### src/rtl/soc_bus_xbar_pkg.sv
`default_nettype none
// ============================================================================
//  Module      : soc_bus_xbar_pkg
//  Description : Shared defaults, index/payload types and helpers for the
//                NB_INIT x NB_TGT request/grant/response crossbar.
//  Revision    : 1.0 - initial release
// ============================================================================
package soc_bus_xbar_pkg;

   localparam int unsigned DEF_NB_INIT    = 3;
   localparam int unsigned DEF_NB_TGT     = 3;
   localparam int unsigned DEF_ADDR_WIDTH = 32;
   localparam int unsigned DEF_DATA_WIDTH = 32;
   localparam int unsigned DEF_MAX_OUTST  = 2;
   localparam logic [31:0] DEF_ERR_RDATA  = 32'hDEAD_BEEF;

   // Index width that stays legal (>=1 bit) for a single-entry range
   function automatic int unsigned idx_w(input int unsigned n);
      return (n > 1) ? $clog2(n) : 1;
   endfunction

   localparam int unsigned DEF_IDX_W = idx_w(DEF_NB_INIT);

   typedef logic [DEF_IDX_W-1:0] idx_t;

   typedef struct packed {
      logic [DEF_ADDR_WIDTH-1:0]   addr;
      logic                        we;
      logic [DEF_DATA_WIDTH/8-1:0] be;
      logic [DEF_DATA_WIDTH-1:0]   wdata;
   } req_t;

   typedef struct packed {
      logic [DEF_DATA_WIDTH-1:0] rdata;
      logic                      err;
   } rsp_t;

endpackage
`default_nettype wire

### src/rtl/soc_bus_xbar_rr_arb.sv
`default_nettype none
// ============================================================================
//  Module      : soc_bus_xbar_rr_arb
//  Description : Round-robin arbiter with request lock. The pointer moves
//                past the winner only on an accepted transfer; an issued but
//                unaccepted request freezes the selection until accepted.
//  Revision    : 1.0 - initial release
// ============================================================================
module soc_bus_xbar_rr_arb
   import soc_bus_xbar_pkg::*;
#(
   parameter  int unsigned N  = 3,
   localparam int unsigned IW = idx_w(N)
) (
   input  logic          clk,
   input  logic          rst,
   input  logic [N-1:0]  elig_i,
   input  logic          issue_i,
   input  logic          accept_i,
   output logic [N-1:0]  gnt_oh_o,
   output logic [IW-1:0] gnt_idx_o,
   output logic          any_o
);

   logic [IW-1:0] ptr_q, ptr_d;
   logic [IW-1:0] lock_idx_q, lock_idx_d;
   logic          lock_q, lock_d;
   logic [IW-1:0] rr_idx;
   logic          rr_any;

   // Search downward so the first eligible at/after the pointer wins last
   always_comb begin
      rr_idx = ptr_q;
      rr_any = 1'b0;
      for (int k = N - 1; k >= 0; k--) begin
         if (elig_i[(int'(ptr_q) + k) % int'(N)]) begin
            rr_idx = IW'((int'(ptr_q) + k) % int'(N));
            rr_any = 1'b1;
         end
      end
   end

   // A held lock overrides the round-robin choice
   always_comb begin
      gnt_idx_o = lock_q ? lock_idx_q : rr_idx;
      any_o     = lock_q | rr_any;
      gnt_oh_o  = '0;
      if (any_o) begin
         gnt_oh_o[gnt_idx_o] = 1'b1;
      end
   end

   // Advance pointer on transfer, lock on an issued but stalled request
   always_comb begin
      ptr_d      = ptr_q;
      lock_d     = lock_q;
      lock_idx_d = lock_idx_q;
      if (accept_i) begin
         ptr_d  = (gnt_idx_o == IW'(N - 1)) ? '0 : gnt_idx_o + 1'b1;
         lock_d = 1'b0;
      end else if (issue_i) begin
         lock_d     = 1'b1;
         lock_idx_d = gnt_idx_o;
      end
   end

   // Arbiter state registers
   always_ff @(posedge clk or posedge rst) begin
      if (rst) begin
         ptr_q      <= '0;
         lock_q     <= 1'b0;
         lock_idx_q <= '0;
      end else begin
         ptr_q      <= ptr_d;
         lock_q     <= lock_d;
         lock_idx_q <= lock_idx_d;
      end
   end

endmodule
`default_nettype wire

### src/rtl/soc_bus_xbar.sv
`default_nettype none
// ============================================================================
//  Module      : soc_bus_xbar
//  Description : NB_INIT x NB_TGT crossbar. Address-window decode, per-target
//                locked round-robin arbitration, in-order response return via
//                per-target ID FIFOs, and an error slot for unmapped accesses.
//  Revision    : 1.0 - initial release
// ============================================================================
module soc_bus_xbar
   import soc_bus_xbar_pkg::*;
#(
   parameter int unsigned           NB_INIT    = DEF_NB_INIT,
   parameter int unsigned           NB_TGT     = DEF_NB_TGT,
   parameter int unsigned           ADDR_WIDTH = DEF_ADDR_WIDTH,
   parameter int unsigned           DATA_WIDTH = DEF_DATA_WIDTH,
   parameter int unsigned           MAX_OUTST  = DEF_MAX_OUTST,
   parameter logic [DATA_WIDTH-1:0] ERR_RDATA  = DATA_WIDTH'(DEF_ERR_RDATA)
) (
   input  logic                           clk,
   input  logic                           rst,
   input  logic [NB_TGT*ADDR_WIDTH-1:0]   start_addr_i,
   input  logic [NB_TGT*ADDR_WIDTH-1:0]   end_addr_i,
   input  logic [NB_INIT-1:0]             init_req_i,
   input  logic [NB_INIT*ADDR_WIDTH-1:0]  init_addr_i,
   input  logic [NB_INIT-1:0]             init_we_i,
   input  logic [NB_INIT*(DATA_WIDTH/8)-1:0] init_be_i,
   input  logic [NB_INIT*DATA_WIDTH-1:0]  init_wdata_i,
   output logic [NB_INIT-1:0]             init_gnt_o,
   output logic [NB_INIT-1:0]             init_rvalid_o,
   output logic [NB_INIT*DATA_WIDTH-1:0]  init_rdata_o,
   output logic [NB_INIT-1:0]             init_err_o,
   output logic [NB_TGT-1:0]              tgt_req_o,
   output logic [NB_TGT*ADDR_WIDTH-1:0]   tgt_addr_o,
   output logic [NB_TGT-1:0]              tgt_we_o,
   output logic [NB_TGT*(DATA_WIDTH/8)-1:0] tgt_be_o,
   output logic [NB_TGT*DATA_WIDTH-1:0]   tgt_wdata_o,
   input  logic [NB_TGT-1:0]              tgt_gnt_i,
   input  logic [NB_TGT-1:0]              tgt_rvalid_i,
   input  logic [NB_TGT*DATA_WIDTH-1:0]   tgt_rdata_i,
   input  logic [NB_TGT-1:0]              tgt_err_i
);

   localparam int unsigned IW = idx_w(NB_INIT);
   localparam int unsigned BW = DATA_WIDTH / 8;
   localparam int unsigned PW = idx_w(MAX_OUTST);
   localparam int unsigned CW = $clog2(MAX_OUTST + 1);

   logic [NB_TGT-1:0][NB_INIT-1:0] route;
   logic [NB_TGT-1:0][NB_INIT-1:0] elig;
   logic [NB_TGT-1:0][NB_INIT-1:0] win_oh;
   logic [NB_TGT-1:0][IW-1:0]      win_idx;
   logic [NB_TGT-1:0][IW-1:0]      head_idx;
   logic [NB_TGT-1:0]              win_any;
   logic [NB_TGT-1:0]              tgt_issue;
   logic [NB_TGT-1:0]              tgt_xfer;
   logic [NB_TGT-1:0]              pop;
   logic [NB_TGT-1:0]              fifo_empty;
   logic [NB_TGT-1:0]              fifo_full;
   logic [NB_INIT-1:0]             miss;
   logic [NB_INIT-1:0]             err_elig;
   logic [NB_INIT-1:0]             err_oh;
   logic [IW-1:0]                  err_idx;
   logic                           err_any;
   logic [NB_INIT-1:0]             busy_q, busy_d, busy_eff;
   logic                           err_vld_q, err_vld_d;
   logic [IW-1:0]                  err_idx_q, err_idx_d;
   logic                           dec_found;

   // Window decode; lowest matching target wins an overlap
   always_comb begin
      route     = '0;
      miss      = '0;
      dec_found = 1'b0;
      for (int i = 0; i < NB_INIT; i++) begin
         dec_found = 1'b0;
         for (int t = 0; t < NB_TGT; t++) begin
            if (!dec_found &&
                init_addr_i[i*ADDR_WIDTH +: ADDR_WIDTH] >= start_addr_i[t*ADDR_WIDTH +: ADDR_WIDTH] &&
                init_addr_i[i*ADDR_WIDTH +: ADDR_WIDTH] <= end_addr_i[t*ADDR_WIDTH +: ADDR_WIDTH]) begin
               route[t][i] = 1'b1;
               dec_found   = 1'b1;
            end
         end
         miss[i] = !dec_found;
      end
   end

   // Responses: target pops by FIFO head, plus the registered error slot
   always_comb begin
      init_rvalid_o = '0;
      init_err_o    = '0;
      init_rdata_o  = '0;
      for (int t = 0; t < NB_TGT; t++) begin
         if (pop[t]) begin
            init_rvalid_o[head_idx[t]] = 1'b1;
            init_err_o[head_idx[t]]    = tgt_err_i[t];
            init_rdata_o[head_idx[t]*DATA_WIDTH +: DATA_WIDTH] = tgt_rdata_i[t*DATA_WIDTH +: DATA_WIDTH];
         end
      end
      if (err_vld_q) begin
         init_rvalid_o[err_idx_q] = 1'b1;
         init_err_o[err_idx_q]    = 1'b1;
         init_rdata_o[err_idx_q*DATA_WIDTH +: DATA_WIDTH] = ERR_RDATA;
      end
   end

   // A response this cycle frees the initiator for a back-to-back grant
   assign busy_eff = busy_q & ~init_rvalid_o;

   // Per-target and error-slot eligibility
   always_comb begin
      for (int t = 0; t < NB_TGT; t++) begin
         elig[t] = init_req_i & route[t] & ~busy_eff;
      end
      err_elig = init_req_i & miss & ~busy_eff;
   end

   // Grants: accepted target transfers plus the always-ready error slot
   always_comb begin
      init_gnt_o = err_oh;
      for (int t = 0; t < NB_TGT; t++) begin
         if (tgt_xfer[t]) begin
            init_gnt_o = init_gnt_o | win_oh[t];
         end
      end
   end

   // Payload mux from the selected initiator; zero when nothing selected
   always_comb begin
      tgt_addr_o  = '0;
      tgt_we_o    = '0;
      tgt_be_o    = '0;
      tgt_wdata_o = '0;
      for (int t = 0; t < NB_TGT; t++) begin
         if (win_any[t]) begin
            tgt_addr_o[t*ADDR_WIDTH +: ADDR_WIDTH]  = init_addr_i[win_idx[t]*ADDR_WIDTH +: ADDR_WIDTH];
            tgt_we_o[t]                             = init_we_i[win_idx[t]];
            tgt_be_o[t*BW +: BW]                    = init_be_i[win_idx[t]*BW +: BW];
            tgt_wdata_o[t*DATA_WIDTH +: DATA_WIDTH] = init_wdata_i[win_idx[t]*DATA_WIDTH +: DATA_WIDTH];
         end
      end
   end

   assign tgt_req_o = tgt_issue;

   // Busy tracking and the one-cycle-delayed error response
   always_comb begin
      busy_d    = (busy_q & ~init_rvalid_o) | init_gnt_o;
      err_vld_d = err_any;
      err_idx_d = err_idx;
   end

   // Initiator busy flags and error slot registers
   always_ff @(posedge clk or posedge rst) begin
      if (rst) begin
         busy_q    <= '0;
         err_vld_q <= 1'b0;
         err_idx_q <= '0;
      end else begin
         busy_q    <= busy_d;
         err_vld_q <= err_vld_d;
         err_idx_q <= err_idx_d;
      end
   end

   // Error slot arbiter: every selection is accepted in the same cycle
   soc_bus_xbar_rr_arb #(
      .N (NB_INIT)
   ) u_err_arb (
      .clk       (clk),
      .rst       (rst),
      .elig_i    (err_elig),
      .issue_i   (err_any),
      .accept_i  (err_any),
      .gnt_oh_o  (err_oh),
      .gnt_idx_o (err_idx),
      .any_o     (err_any)
   );

   for (genvar t = 0; t < NB_TGT; t++) begin : g_tgt
      logic [MAX_OUTST-1:0][IW-1:0] mem_q, mem_d;
      logic [PW-1:0]                wr_q, wr_d, rd_q, rd_d;
      logic [CW-1:0]                cnt_q, cnt_d;

      assign fifo_empty[t] = (cnt_q == '0);
      assign fifo_full[t]  = (cnt_q == CW'(MAX_OUTST));
      assign head_idx[t]   = mem_q[rd_q];
      assign pop[t]        = tgt_rvalid_i[t] & ~fifo_empty[t];
      // A full FIFO blocks issue unless an entry retires this same cycle
      assign tgt_issue[t]  = win_any[t] & (~fifo_full[t] | pop[t]);
      assign tgt_xfer[t]   = tgt_issue[t] & tgt_gnt_i[t];

      soc_bus_xbar_rr_arb #(
         .N (NB_INIT)
      ) u_arb (
         .clk       (clk),
         .rst       (rst),
         .elig_i    (elig[t]),
         .issue_i   (tgt_issue[t]),
         .accept_i  (tgt_xfer[t]),
         .gnt_oh_o  (win_oh[t]),
         .gnt_idx_o (win_idx[t]),
         .any_o     (win_any[t])
      );

      // ID FIFO: push winner on transfer, pop on target response
      always_comb begin
         mem_d = mem_q;
         wr_d  = wr_q;
         rd_d  = rd_q;
         cnt_d = cnt_q;
         if (tgt_xfer[t]) begin
            mem_d[wr_q] = win_idx[t];
            wr_d        = (wr_q == PW'(MAX_OUTST - 1)) ? '0 : wr_q + 1'b1;
         end
         if (pop[t]) begin
            rd_d = (rd_q == PW'(MAX_OUTST - 1)) ? '0 : rd_q + 1'b1;
         end
         case ({tgt_xfer[t], pop[t]})
            2'b10:   cnt_d = cnt_q + 1'b1;
            2'b01:   cnt_d = cnt_q - 1'b1;
            default: cnt_d = cnt_q;
         endcase
      end

      // ID FIFO storage and pointers
      always_ff @(posedge clk or posedge rst) begin
         if (rst) begin
            mem_q <= '0;
            wr_q  <= '0;
            rd_q  <= '0;
            cnt_q <= '0;
         end else begin
            mem_q <= mem_d;
            wr_q  <= wr_d;
            rd_q  <= rd_d;
            cnt_q <= cnt_d;
         end
      end

      // A target response with nothing outstanding is dropped
      a_no_stray_rsp : assert property (@(posedge clk) disable iff (rst)
         !(tgt_rvalid_i[t] && fifo_empty[t]));
   end

endmodule
`default_nettype wire

### config.mk
export PLATFORM = sky130hd
export DESIGN_NAME = soc_bus_xbar
export DESIGN_NICKNAME = d
export VERILOG_FILES = /design/src/rtl/soc_bus_xbar_pkg.sv /design/src/rtl/soc_bus_xbar_rr_arb.sv /design/src/rtl/soc_bus_xbar.sv
export SDC_FILE = /design/constraint.sdc
export NUM_CORES = 2
export LEC_CHECK = 0
export BUFFER_PORTS_ARGS = -buffer_cell sky130_fd_sc_hd__buf_2
export CAP_MARGIN = 5
export CORE_AREA = 2 2 319 321
export CTS_CLUSTER_SIZE = 16
export DETAILED_ROUTE_END_ITERATION = 8
export DIE_AREA = 0 0 321 323
export PLACE_DENSITY = 0.47
export SLEW_MARGIN = 20
export SYNTH_ARGS = -nofsm -noshare
export SYNTH_HDL_FRONTEND = slang
export SYNTH_HIERARCHICAL = 1
export SYNTH_SLANG_ARGS = --single-unit
### constraint.sdc
create_clock -name clk -period 6.27 [get_ports clk]
set_input_delay 0.3135 -clock clk [delete_from_list [all_inputs] [get_ports clk]]
set_output_delay 0.3135 -clock clk [all_outputs]
set_load 0.005 [all_outputs]
Yosys cells after proc, flatten, opt, wreduce, memory -nomap -nowiden
Cells that the tools add are included.
{"block": "totals", "elab_cells": 415, "ff_bits": 47, "out_inout_bits": 315, "in_bits": 509}
{"block": "op_classes", "n_eq_ne": 13, "n_mux": 170, "add_sub_neg": 28, "n_div": 12, "magnitude_cmp": 55, "n_reduce_logical": 47, "bitwise_logic": 45, "shifts": 17}
{"operator": "$shiftx 96x8->32", "count": 6}
{"operator": "$lt 32x4->1 const B", "count": 12}
{"operator": "$mux 96", "count": 4}
{"operator": "$shift 32x34->96 const A", "count": 4}
{"operator": "$bwmux 96", "count": 3}
{"operator": "$ge 32x32->1", "count": 9}
{"operator": "$le 32x32->1", "count": 9}
{"operator": "$shiftx 32x34->96", "count": 3}
{"operator": "$mod 32x3->32 const B", "count": 8}
{"operator": "$mux 32", "count": 6}
{"operator": "$neg 7->34", "count": 4}
{"operator": "$mod 3x3->32 const B", "count": 4}
{"operator": "$and 96x96->96", "count": 1}
{"operator": "$shiftx 32x34->96 const A", "count": 1}
{"operator": "$mux 1", "count": 77}
{"operator": "$mux 2", "count": 28}
{"operator": "$mux 3", "count": 15}
{"operator": "$shiftx 12x5->4", "count": 3}
{"operator": "$and 3x3->3", "count": 10}
{"operator": "$bmux 1 s2", "count": 15}
{"operator": "$logic_and 1x1->1", "count": 26}
{"operator": "$lt 2x3->1 const B", "count": 8}
{"operator": "$or 3x3->3", "count": 8}
{"operator": "$eq 2x2->1 const B", "count": 10}
{"operator": "other kinds (23)", "count": 113}

Logic depth before layout (Yosys ltp)
{"block": "logic_depth", "depth_word": 36, "ltp_mapped": 23, "mapped_depth_nobuf": 21}

Modules after synthesis
The synthesis kept the hierarchy.
{"mod": "soc_bus_xbar", "cells_each": 3115, "seq_area_each_um2": 750.7, "instances": 1, "area_each_um2": 22432.8}
{"mod": "soc_bus_xbar_rr_arb", "cells_each": 72, "seq_area_each_um2": 125.1, "instances": 4, "area_each_um2": 586.8}

Worst setup path after synthesis
OpenSTA, ideal clock, no wires.
{"block": "synth_timing", "path_kind": "input to output", "start": "input end_addr_i[30]", "end": "output tgt_addr_o[10]", "t_required_ps": 5957, "cell_stages": 21, "n_path_buf": 5, "slack_ps": 1662, "arrival_time_ps": 4294, "cell_sequence": "inv_1 ha_1 nand4_1 or3_1 or3_1 nor4_1 a2bb2oi_1 and3_1 buf_4 mux2i_1 mux2i_1 o22ai_1 a21o_2 clkbuf_1 nor2b_1 clkbuf_1 clkbuf_1 clkbuf_1 nand2_1 o21ai_0 and2_1"}
{"item": "start: declaration", "line": "soc_bus_xbar.sv:22", "rtl": "input logic [NB_TGT*ADDR_WIDTH-1:0] end_addr_i,"}
{"item": "end: declaration", "line": "soc_bus_xbar.sv:33", "rtl": "output logic [NB_TGT*ADDR_WIDTH-1:0] tgt_addr_o,"}

==> results.yml <==
routing:
  dr_wl_met3_mm: 7.54
  drt-wirelength-per-cell_um: 24.8
  antenna_left: 0
  drt_wl_total_mm: 135
  vias_per_cell: 5.38
  drtIter0Drc: 2319
  firstDrtPassIters: 6
  wl_met2_mm: 63.5
  dr_total_vias: 29400
  top_layer: "met5"
  met1_length_mm: 60.2
  remaining_drc_errors: 0
yosys:
  synth_edf_count: 0
  synth_top_area_share: 0.305
  ys_warn_count: 6
  syn_inst: 3403
  synthFlopType: "dfrtp_1"
  synth_compound_area_frac: 0.261
  synth.avg_cell_area_um2: 7.28
  synth_fa_ha_area_frac: 0.305
  async_reset_ff_frac: 1.00
  yosys-top-cells-area: "ha_1 (31%), mux2i_1 (9.0%), a21oi_1 (6.3%), and2_1 (5.3%), dfrtp_1 (5.0%)"
  synth_area_mm2: 0.0248
  synth_commonest_cells: "ha_1 (605), nand2_1 (333), a21oi_1 (312)"
  synth_most_common_cell: "ha_1"
  yosysUniqueCellTypes: 76
  synth_top_family_by_area: "adder cells"
  yosysSeqAreaShare: 0.0505
  post_synth_and_or_nand_nor_area_fraction: 0.208
  ys_ff_latch: 50
  synth_top_area_cell: "ha_1"
  synthMuxAreaShare: 0.100
  synth_xor_area_frac: 0.00530
  synth_nets: 4517
placement:
  port_buffers: 823
  hpwlAfterDp_mm: 109
  gp_congestion: 0.938
setup_path:
  slowest_stage: "o21ai_0"
  critPathLaunchType: "primary input"
  worstPathRequired_ns: 5.96
  worstPathCellList: "buf_2 -> ha_1 -> nand4_1 -> or3_1 -> or3_1 -> nor4_1 -> a2bb2oi_1 -> and3_1 -> a21boi_0 -> o22ai_1 -> o2111ai_1 -> nand2_8 -> buf_12 -> mux2i_1 -> o21ai_0 -> and2_1 -> buf_2"
  worstSetupPathType: "primary input to output port"
  cpLargestDelayFamily: "simple AND/OR/NAND/NOR gates"
  cp_max_fo: 22
  max_stage_delay_ns: 0.67
  critPathBufInv: 3
  crit_arrival_ns: 5.66
  endpoint_kind: "output port"
die:
  die_y_um: 323
  initial_core_util: 0.246
  die_area_mm2: 0.104
  fp.dieW_um: 321
  core-area_mm2: 0.101
  ioPinCount: 824
  num_rows: 117
global_routing:
  antenna_found_initial: 20
  track_usage: 0.246
  grt_pass1_vias: 28300
  grt_pass1_wl_mm: 192
  grt_max_degree: 77
  globalRouteOverflowTotal: 0
power:
  power_leakage_nw: 15.4
  total_power_mw: 11.7
  powerDensity_mw_per_mm2: 380
  ir_drop_uv: 465
timing:
  fmax_mhz: 167
  drv_slew: 0
  tightest_slew_ns: 1.01
  fin_crit_sh: 0.953
  rsz0062_at_grt: "no"
  setup_violations: 0
  skew_ns: 0.00585
  tns_ns: 0
  maxSlewHeadroom: 0.322
  period_needed_ns: 5.97
  final_hold_viol_count: 0
clocking:
  cts_buffer_depth: 2
  cts.clk_slew.worst_paths_ns: 0.07
  cts-buffers-inserted: 5
  post-cts-setup-buffer-count: 0
  root_buffer: "clkbuf_16"
  clock_sinks: 50
  cts_tree: "built"
  clk_latency_ns: 0.29
  cts_max_level: 2
finish:
  area_growth_pct: 24.5
  drive_gt1_frac: 0.242
  nNetsFinal: 5253
outcome:
  status: "completed"
worst_hold_path:
  worstHoldPathType: "primary input to flop"
flow_run:
  cap_violations: 0
[tightest hold or removal path: stages]
cell     delay, ns
buf_2         0.10
nand2_1       0.14
xnor2_1       0.09
[sequential cells by signal, indices dropped and copies added, names as in the netlist]
signal and flops:
busy_q 3, err_idx_q 2, err_vld_q 1, g_tgt.cnt_q 6
g_tgt.mem_q 12, g_tgt.rd_q 3, g_tgt.u_arb/lock_idx_q 6, g_tgt.u_arb/lock_q 3
g_tgt.u_arb/ptr_q 6, g_tgt.wr_q 3, u_err_arb/lock_idx_q 2, u_err_arb/lock_q 1
u_err_arb/ptr_q 2
[power breakdown]
group          leakage [nW]  internal (mW)  switching, mW
Combinational          14.7           4.53           6.28
Clock                0.0802          0.171          0.124
Sequential            0.620          0.476          0.143
[layer usage]
layer / up-vias / global-route usage
li1: 14100 / -
met1: 14000 / 0.324
met3: 169 / 0.0274
met4: 16 / 0.0659
met2: 1097 / 0.424
met5: - / 0
[what timing repair did]
| action | in CTS | in global routing |
|---|---|---|
| endpoints found under the setup margin | 0 | 0 |
| hold buffers | 1 | 0 |
| resized for setup | 0 | 0 |
| hold endpoints to repair | 20 | 0 |
[layout make-up]
type                    instances  area, um2
fillers                     11100      69900
multi-input cells            2930      21900
repair buffers                911       4970
well taps                    1309       1640
flip-flops and latches         50       1250
inverters                     241        905
clock buffers                   7        153
diodes                         11       27.5
clock inverters                 1       8.76
[placed cells by master (no fill, tap or decap), types with 8 or more instances in the layout]
| cell | Yosys | final |
|---|---|---|
| o21ai_0 | 149 | 149 |
| o21ai_1 | 88 | 88 |
| buf_4 | 4 | 72 |
| buf_2 | 5 | 823 |
| a211oi_1 | 37 | 37 |
| and3_1 | 13 | 12 |
| o22ai_1 | 153 | 153 |
| a221oi_1 | 12 | 12 |
| o21a_1 | 9 | 9 |
| a22oi_1 | 105 | 105 |
| ha_1 | 605 | 605 |
| dfrtp_1 | 50 | 50 |
| xnor2_1 | 10 | 10 |
| buf_12 | 0 | 15 |
| mux2_2 | 23 | 23 |
| diode_2 | 0 | 11 |
| nand3_1 | 58 | 58 |
| nor2_1 | 149 | 147 |
| and4_1 | 17 | 17 |
| a21o_2 | 12 | 9 |
| a21oi_1 | 312 | 312 |
| a2111oi_0 | 9 | 9 |
| a31oi_1 | 15 | 15 |
| mux2i_1 | 222 | 222 |
| nand2b_1 | 23 | 23 |
| nor4_1 | 12 | 10 |
| a21o_1 | 70 | 70 |
| nor3_1 | 27 | 27 |
| o211ai_1 | 17 | 17 |
| and2_1 | 211 | 209 |
| nor2b_1 | 27 | 26 |
| nand2_1 | 333 | 333 |
| nand4_1 | 92 | 92 |
| or3_1 | 9 | 9 |
| o2111ai_1 | 9 | 9 |
| inv_1 | 238 | 235 |
| a21boi_0 | 9 | 9 |
| and2b_2 | 8 | 8 |
[metrics by stage]
stage	area [um2]	hold WS, ns	util	setup WS [ns]	instances
after CTS	30800	0.391	0.306	0.292	5449
after global routing	30800	0.424	0.306	0.0785	5456
final	30900	0.392	0.306	0.297	5460
after global placement	30700	0.307	0.304	0.271	5440
after detailed placement	30700	0.304	0.304	0.279	5440
after floorplan	24800	0.0920	-	1.66	3403
[final timing paths]
kind | cells after the start | slack [ns] | start | to
max | 17 | 0.30 | init_addr_i[61] | tgt_wdata_o[1]
min | 3 | 0.39 | tgt_gnt_i[0] | g_tgt[0].wr_q
max reg2reg | 16 | 1.61 | g_tgt[1].rd_q | g_tgt[0].u_arb/lock_idx_q[0]
min reg2reg | 1 | 0.50 | g_tgt[2].wr_q | g_tgt[2].wr_q
max in group asynchronous | 4 | 5.21 | rst | g_tgt[2].wr_q
min in group asynchronous | 3 | 0.58 | rst | g_tgt[1].u_arb/lock_idx_q[1]
[cell families (layout without fill, tap and decap cells)]
group                      count (synthesis)  after routing
AOI/OAI and AO/OA                       1056           1056
xor gates and xnor gates                  15             15
adders and majority gates                605            605
buffers and inverters                    423           1160
DFF                                       50             50
muxes                                    245            245
other                                      0             11
and+or+nand+nor                         1009           1009
Power figures use the tool's default switching activity.
